## config.mk

```make
export PLATFORM = sky130hd
export DESIGN_NAME = handshake_arr_merge
export DESIGN_NICKNAME = d
export VERILOG_FILES = /design/src/rtl/handshake_arr_merge.sv
export SDC_FILE = /design/constraint.sdc
export NUM_CORES = 1
export LEC_CHECK = 0
export ABC_AREA = 1
export BUFFER_PORTS_ARGS = -buffer_cell sky130_fd_sc_hd__buf_2
export CAP_MARGIN = 20
export CORE_ASPECT_RATIO = 0.5
export CORE_UTILIZATION = 46
export DETAILED_ROUTE_END_ITERATION = 16
export PLACE_DENSITY = 0.74
export SLEW_MARGIN = 20
export SYNTH_ARGS = -nofsm -noshare
export SYNTH_HDL_FRONTEND = slang
export SYNTH_SLANG_ARGS = --single-unit
```

## constraint.sdc

```tcl
create_clock -name CLK -period 2 [get_ports CLK]
set_input_delay 0 -clock CLK [delete_from_list [all_inputs] [get_ports CLK]]
set_output_delay 0 -clock CLK [all_outputs]
set_load 0.05 [all_outputs]
```

## src/rtl/handshake_arr_merge.sv

```systemverilog
// Round-robin collector for the handshake_arr lanes: one grant per cycle into a
// small FIFO, re-emitted on a single ready/valid output tagged with its source lane.
module handshake_arr_merge #(
  parameter int N     = 3,
  parameter int WIDTH = 4,
  parameter int DEPTH = 2
) (
  input  logic                   CLK,
  input  logic                   RESET,
  input  logic [N-1:0]           handshake_arr_valid,
  input  logic [N*WIDTH-1:0]     handshake_arr_data,
  output logic [N-1:0]           handshake_arr_ready,
  output logic                   handshake_valid,
  output logic [WIDTH-1:0]       handshake_data,
  output logic [1:0]             handshake_lane,
  input  logic                   handshake_ready,
  output logic [$clog2(DEPTH):0] count
);

  localparam int AW = $clog2(DEPTH);
  localparam int CW = AW + 1;

  logic [1:0]       ptr;
  logic [1:0]       grant;
  logic [1:0]       ptr_next;
  logic [2:0]       idx;
  logic [3:0]       valid_pad;
  logic             found;
  logic             any_valid;
  logic             can_accept;
  logic             push;
  logic             pop;
  logic [WIDTH-1:0] grant_data;

  logic [WIDTH-1:0] data_mem [DEPTH];
  logic [1:0]       lane_mem [DEPTH];
  logic [AW-1:0]    head;
  logic [AW-1:0]    tail;

  // First valid lane found searching from ptr upward, wrapping modulo N.
  always_comb begin
    valid_pad = 4'(handshake_arr_valid);
    grant     = ptr;
    found     = 1'b0;
    idx       = '0;
    for (int k = 0; k < N; k++) begin
      idx = {1'b0, ptr} + 3'(k);
      if (idx >= 3'(N)) idx = idx - 3'(N);
      if (!found && valid_pad[idx[1:0]]) begin
        found = 1'b1;
        grant = idx[1:0];
      end
    end
  end

  always_comb begin
    grant_data = '0;
    for (int i = 0; i < N; i++) begin
      if (grant == 2'(i)) grant_data = handshake_arr_data[i*WIDTH +: WIDTH];
    end
  end

  assign any_valid  = |handshake_arr_valid;
  assign can_accept = any_valid && (count < CW'(DEPTH)) && !RESET;
  assign push       = can_accept;
  assign pop        = handshake_valid && handshake_ready;
  assign ptr_next   = (grant == 2'(N-1)) ? 2'd0 : grant + 2'd1;

  always_comb begin
    handshake_arr_ready = '0;
    for (int i = 0; i < N; i++) begin
      handshake_arr_ready[i] = can_accept && (grant == 2'(i));
    end
  end

  assign handshake_valid = (count != '0);
  assign handshake_data  = data_mem[head];
  assign handshake_lane  = lane_mem[head];

  // Lane tags are cleared on reset so the head lane reads 0; payloads are kept.
  always_ff @(posedge CLK) begin
    if (RESET) begin
      ptr   <= '0;
      head  <= '0;
      tail  <= '0;
      count <= '0;
      for (int i = 0; i < DEPTH; i++) lane_mem[i] <= '0;
    end else begin
      if (push) begin
        data_mem[tail] <= grant_data;
        lane_mem[tail] <= grant;
        tail           <= tail + 1'b1;
        ptr            <= ptr_next;
      end
      if (pop) head <= head + 1'b1;
      case ({push, pop})
        2'b10:   count <= count + 1'b1;
        2'b01:   count <= count - 1'b1;
        default: count <= count;
      endcase
    end
  end

endmodule

```

==> flow_results.org <==
** Drt
- Using the TritonRoute via totals, the vias-per-cell ratio works out to 4.917.
- Summed over all nets, wire length on met2 after detailed routing comes to roughly 1.3 mm.
- Summing over every cut layer, the via total after detailed routing is 1,072.
- Initial DRC Count :: 56
- Avg WL per Cell :: approximately 12 µm
- Sum of routed wire segments on met1 :: ~1.2 mm
- The detail route stage leaves a number of antenna-violating nets equal to 0.
- WL final :: about 2.6 mm
- DRC violation count after routing :: 0
- First drt pass iteration count :: 4
- The routed design uses between 80 and 90 µm of met3 wire.
- Highest routed metal layer :: met4

** Global routing
- Global routing finished with a remaining overflow of 0.
- The first global-routing pass estimated roughly 4.0 mm of wire.
- Across every metal layer, demand over resource in global routing totals 0.1874.
- Initial antenna violation count :: 0
- Entering global routing, the biggest net connects 12 pins.
- The via count of the first global-routing pass was 975.

** STA
- Of the available clock period, the critical path in the final layout requires 0.9852.
- At the pin with the least slew margin, the transition time is 342.9 ps.
- Time the final worst path needs with I/O delays and setup :: 1970 ps
- Final worst clock skew :: between 1.5 and 2 ps
- The worst pin sits at a relative slew slack of 0.7714.
- Setup violations remaining at the end of the flow were counted as 0.
- Setup repair after global routing could not meet its margin everywhere.
- In the final timing run, aggregate negative setup slack is 0 ps.
- Fmax :: between 500 and 600 MHz
- Final hold vios :: 0
- The number of max-slew violations in the final report is 0.
- Setup slack closes at 29.52 ps.

** Critical path
- Critical path's most frequent cell :: sky130_fd_sc_hd__nand2_4
- In this run the number of cells on the critical path is 14.
- Of all nets on the critical path, the largest fanout is 8.
- Top delay family on crit path :: simple AND/OR/NAND/NOR gates
- Type of element launching the critical path :: flip-flop
- On the critical path, the stage with the largest delay is an instance of sky130_fd_sc_hd__dfxtp_2.
- STA classifies the critical path endpoint as a flip-flop.
- Setup Crit Path Kind :: reg2reg
- The signal on the critical path passes through inv_2 -> ha_4 -> inv_2 -> nand2_2 -> nand3_2 -> nand2_4 -> nand2_4 -> inv_6 -> nand2_8 -> nand3_2 -> nand2_4 -> buf_4 -> nand3_1 -> nand3_1.
- For this run, the slowest stage of the critical path takes around 340 ps.
- The number of buffers and inverters on the critical path is 4.
- Arrival time of data at the critical path endpoint :: a little under 2000 ps
- Depth of the most critical reg-to-reg path :: 14
- STA puts the critical path data required time at around 2000 ps.

** Worst hold path
- Worst min path class :: in2reg
- Hold Path Stages :: 3

** Layout
- At the end of the flow the core is filled with cells to 0.7155.
- Fraction of layout cells with a size suffix above 1 :: 0.5137
- The number of antenna diodes in the final layout is 0.
- Final Instance Count excl. Fillers :: roughly 220
- Layout Cell Area excl Fill :: 0.001687 mm²
- Area added between synthesis and finish :: 37.83%
- Fillers :: approximately 170
- Multi-input gate area :: around 750 µm²
- At the end of the flow, the number of nets in the layout was roughly 210.
- Register area :: a little over 500 µm²

** Power and ir drop
- VDD sags by at most a little under 900 µV.
- Net switching share of the total power :: 0.5121
- Of the total power, the clock network draws 0.080.
- In this run the static leakage power is 0.7642 nW.
- Net Sw Power :: between 1.5 and 2 mW
- Flop pwr share :: 0.216
- Power per unit of standard cell area :: between 1500 and 2000 mW/mm²
- Combinational share of power :: 0.704
- Internal Power :: approximately 1.6 mW

** Flow run
- Number of max-capacitance violations reported :: 0

** Yosys
- Sorting the synthesized cells by how often they occur yields 27 x sky130_fd_sc_hd__nand2_1, 20 x sky130_fd_sc_hd__nand3_1, 14 x sky130_fd_sc_hd__inv_1, 12 x sky130_fd_sc_hd__edfxtp_1, 8 x sky130_fd_sc_hd__nor2_1.
- In the synthesized netlist the dominant register cell turns out to be sky130_fd_sc_hd__edfxtp_1.
- Synth Cell Area :: 0.001224 mm²
- Warnings, synthesis :: 0
- Post-synthesis instance total :: about 140
- Synth cell types :: 27
- Count of state elements after synthesis :: 19
- Number of nets in the synthesized netlist :: about 160
- Number of flops mapped to enable cells by yosys :: 12
- Cell type with the highest aggregate area in the netlist :: sky130_fd_sc_hd__edfxtp_1
- Proportion of synthesized chip area in sequential cells :: 0.4090
- Most frequent cell after synthesis :: sky130_fd_sc_hd__nand2_1
- Of the post-synthesis cell area, the dominant cell type holds 0.2945.
- FFs w/ async S/R, synth :: 0
- In the post-synthesis netlist, the biggest area contributors are sky130_fd_sc_hd__edfxtp_1 29%, sky130_fd_sc_hd__dfxtp_1 11%, sky130_fd_sc_hd__nand2_1 8.3%.
- Post-Syn Area per Cell :: about 8.7 µm²

** Placed design
- Port buffering added 29 buffers.
- In this run the cell area measured after placement is approximately 0.0014 mm².
- Placement Setup Slack :: 1.397 ps
- Weighted congestion reported at the end of routability-driven placement :: 0.8331
- Placed Cells :: approximately 210
- The HPWL after detailed placement is between 1.5 and 2 mm.

** Clocking
- TritonCTS built the clock tree.
- Number of buffers added by the clock tree synthesis step :: 3
- Max Root-Sink Buffers :: 2
- Skew-Pair Late Insertion Delay :: between 200 and 300 ps
- CTS placed an instance of sky130_fd_sc_hd__clkbuf_8 at the clock tree root.
- Clk sink count :: 19
- Clock transition at the registers of the reported paths :: roughly 70 ps
- In this run the number of H-tree levels came out at 1.

** Run status
- Run status :: finished, final reports clean

** Floorplanning
- Measured along the y axis, the die boundary spans a little under 40 µm.
- The floorplan step defined a die boundary enclosing 0.002883 mm².
- The floorplan has 12 rows.
- The region available for standard cell placement spans roughly 0.0024 mm².
- For this design the top-level I/O count stands at 30.
- Die boundary width :: approximately 75 µm
- Initial Util :: 0.5191
layout by cell type (no fill, tap or decap), types with 2 or more instances in the layout:
cell type,Yosys,routed
sky130_fd_sc_hd__buf_4,0,8
sky130_fd_sc_hd__nand3_2,5,11
sky130_fd_sc_hd__inv_1,14,10
sky130_fd_sc_hd__nand2_1,27,25
sky130_fd_sc_hd__clkbuf_8,0,3
sky130_fd_sc_hd__dfxtp_1,7,5
sky130_fd_sc_hd__o21ai_2,2,3
sky130_fd_sc_hd__buf_2,0,26
sky130_fd_sc_hd__edfxtp_1,12,12
sky130_fd_sc_hd__ha_4,0,3
sky130_fd_sc_hd__nand2_4,5,7
sky130_fd_sc_hd__nand2_2,3,2
sky130_fd_sc_hd__inv_2,4,8
sky130_fd_sc_hd__buf_6,1,3
sky130_fd_sc_hd__a21oi_1,7,7
sky130_fd_sc_hd__mux2_2,6,6
sky130_fd_sc_hd__nand3_1,20,14
sky130_fd_sc_hd__nor2_4,2,3
sky130_fd_sc_hd__buf_8,0,2
sky130_fd_sc_hd__o21ai_0,2,2
sky130_fd_sc_hd__nor2_1,8,8
stage by stage:
stage | hold slack (ps) | total power [mW]
2_1_floorplan | 69.07 | 2.170
3_3_place_gp | 233.6 | 2.452
3_5_place_dp | 229.0 | 2.476
4_1_cts | 48.27 | 2.849
5_1_grt | 76.39 | 3.403
6_report | 45.84 | 3.220
kinds of logic after synthesis:
| group | count (synthesis) | share of synthesized area |
|---|---|---|
| AND/OR/NAND/NOR | 75 | 0.3364 |
| buffers and inverters | 21 | 0.07259 |
| flip-flops | 19 | 0.4090 |
| AO/OA/AOI/OAI | 15 | 0.07874 |
| multiplexers | 6 | 0.05521 |
| adder cells (fa/ha/maj) | 4 | 0.04090 |
| XOR/XNOR | 1 | 0.007159 |
registers in the layout, summed over array words and instances (netlist names), named ones only:
signal,cells
data_mem,8
lane_mem,4
count,2
ptr,2
head,1
tail,1
path summary, 6_finish.rpt:
path / from / slack (ps) / endpoint
worst min-delay path: handshake_arr_data[1] / 50 / data_mem[1][1]
worst max-delay path: ptr[0] / 30 / data_mem[1][2]
worst min register to register: head / 470 / flip-flop
worst max register to register: ptr[0] / 30 / data_mem[1][2]
layout make-up:
class                           instances  area share
Clock buffer                            3     0.02448
Inverter                               19     0.04525
Clock inverter                          1    0.002967
Timing Repair Buffer                   40      0.1565
Tap cell                               35     0.02596
Sequential cell                        19      0.2997
Multi-Input combinational cell        101      0.4451
what timing repair did:
action,4_1_cts,5_1_grt
endpoints found under the hold margin,3,0
hold buffers,1,0
setup buffers,2,4
endpoints found under the setup margin,5,13
pin swaps,1,5
resized for setup,10,28
power by group through the flow:
stage / logic [mW] / registers [mW] / clock network, mW
final: 2.27 / 0.695 / 0.257
after global routing: 2.42 / 0.710 / 0.273
after CTS: 1.90 / 0.687 / 0.259
after detailed placement: 1.79 / 0.691 / 0
after global placement: 1.77 / 0.684 / 0
after floorplan: 1.44 / 0.727 / 0
worst register-to-register path, delay by kind of cell, from the launching register on:
family	cells	cell delay, ps
and+or+nand+nor	9	730
DFF	1	340
adders and majority gates	1	310
buffers and inverters	4	330
per-layer routing:
metal,global-route usage,vias up
met5,0,-
met4,0.03302,0
met3,0.03158,4
met2,0.3559,20
met1,0.2289,493
li1,-,555
No activity file was read; power rests on OpenSTA's default activity.
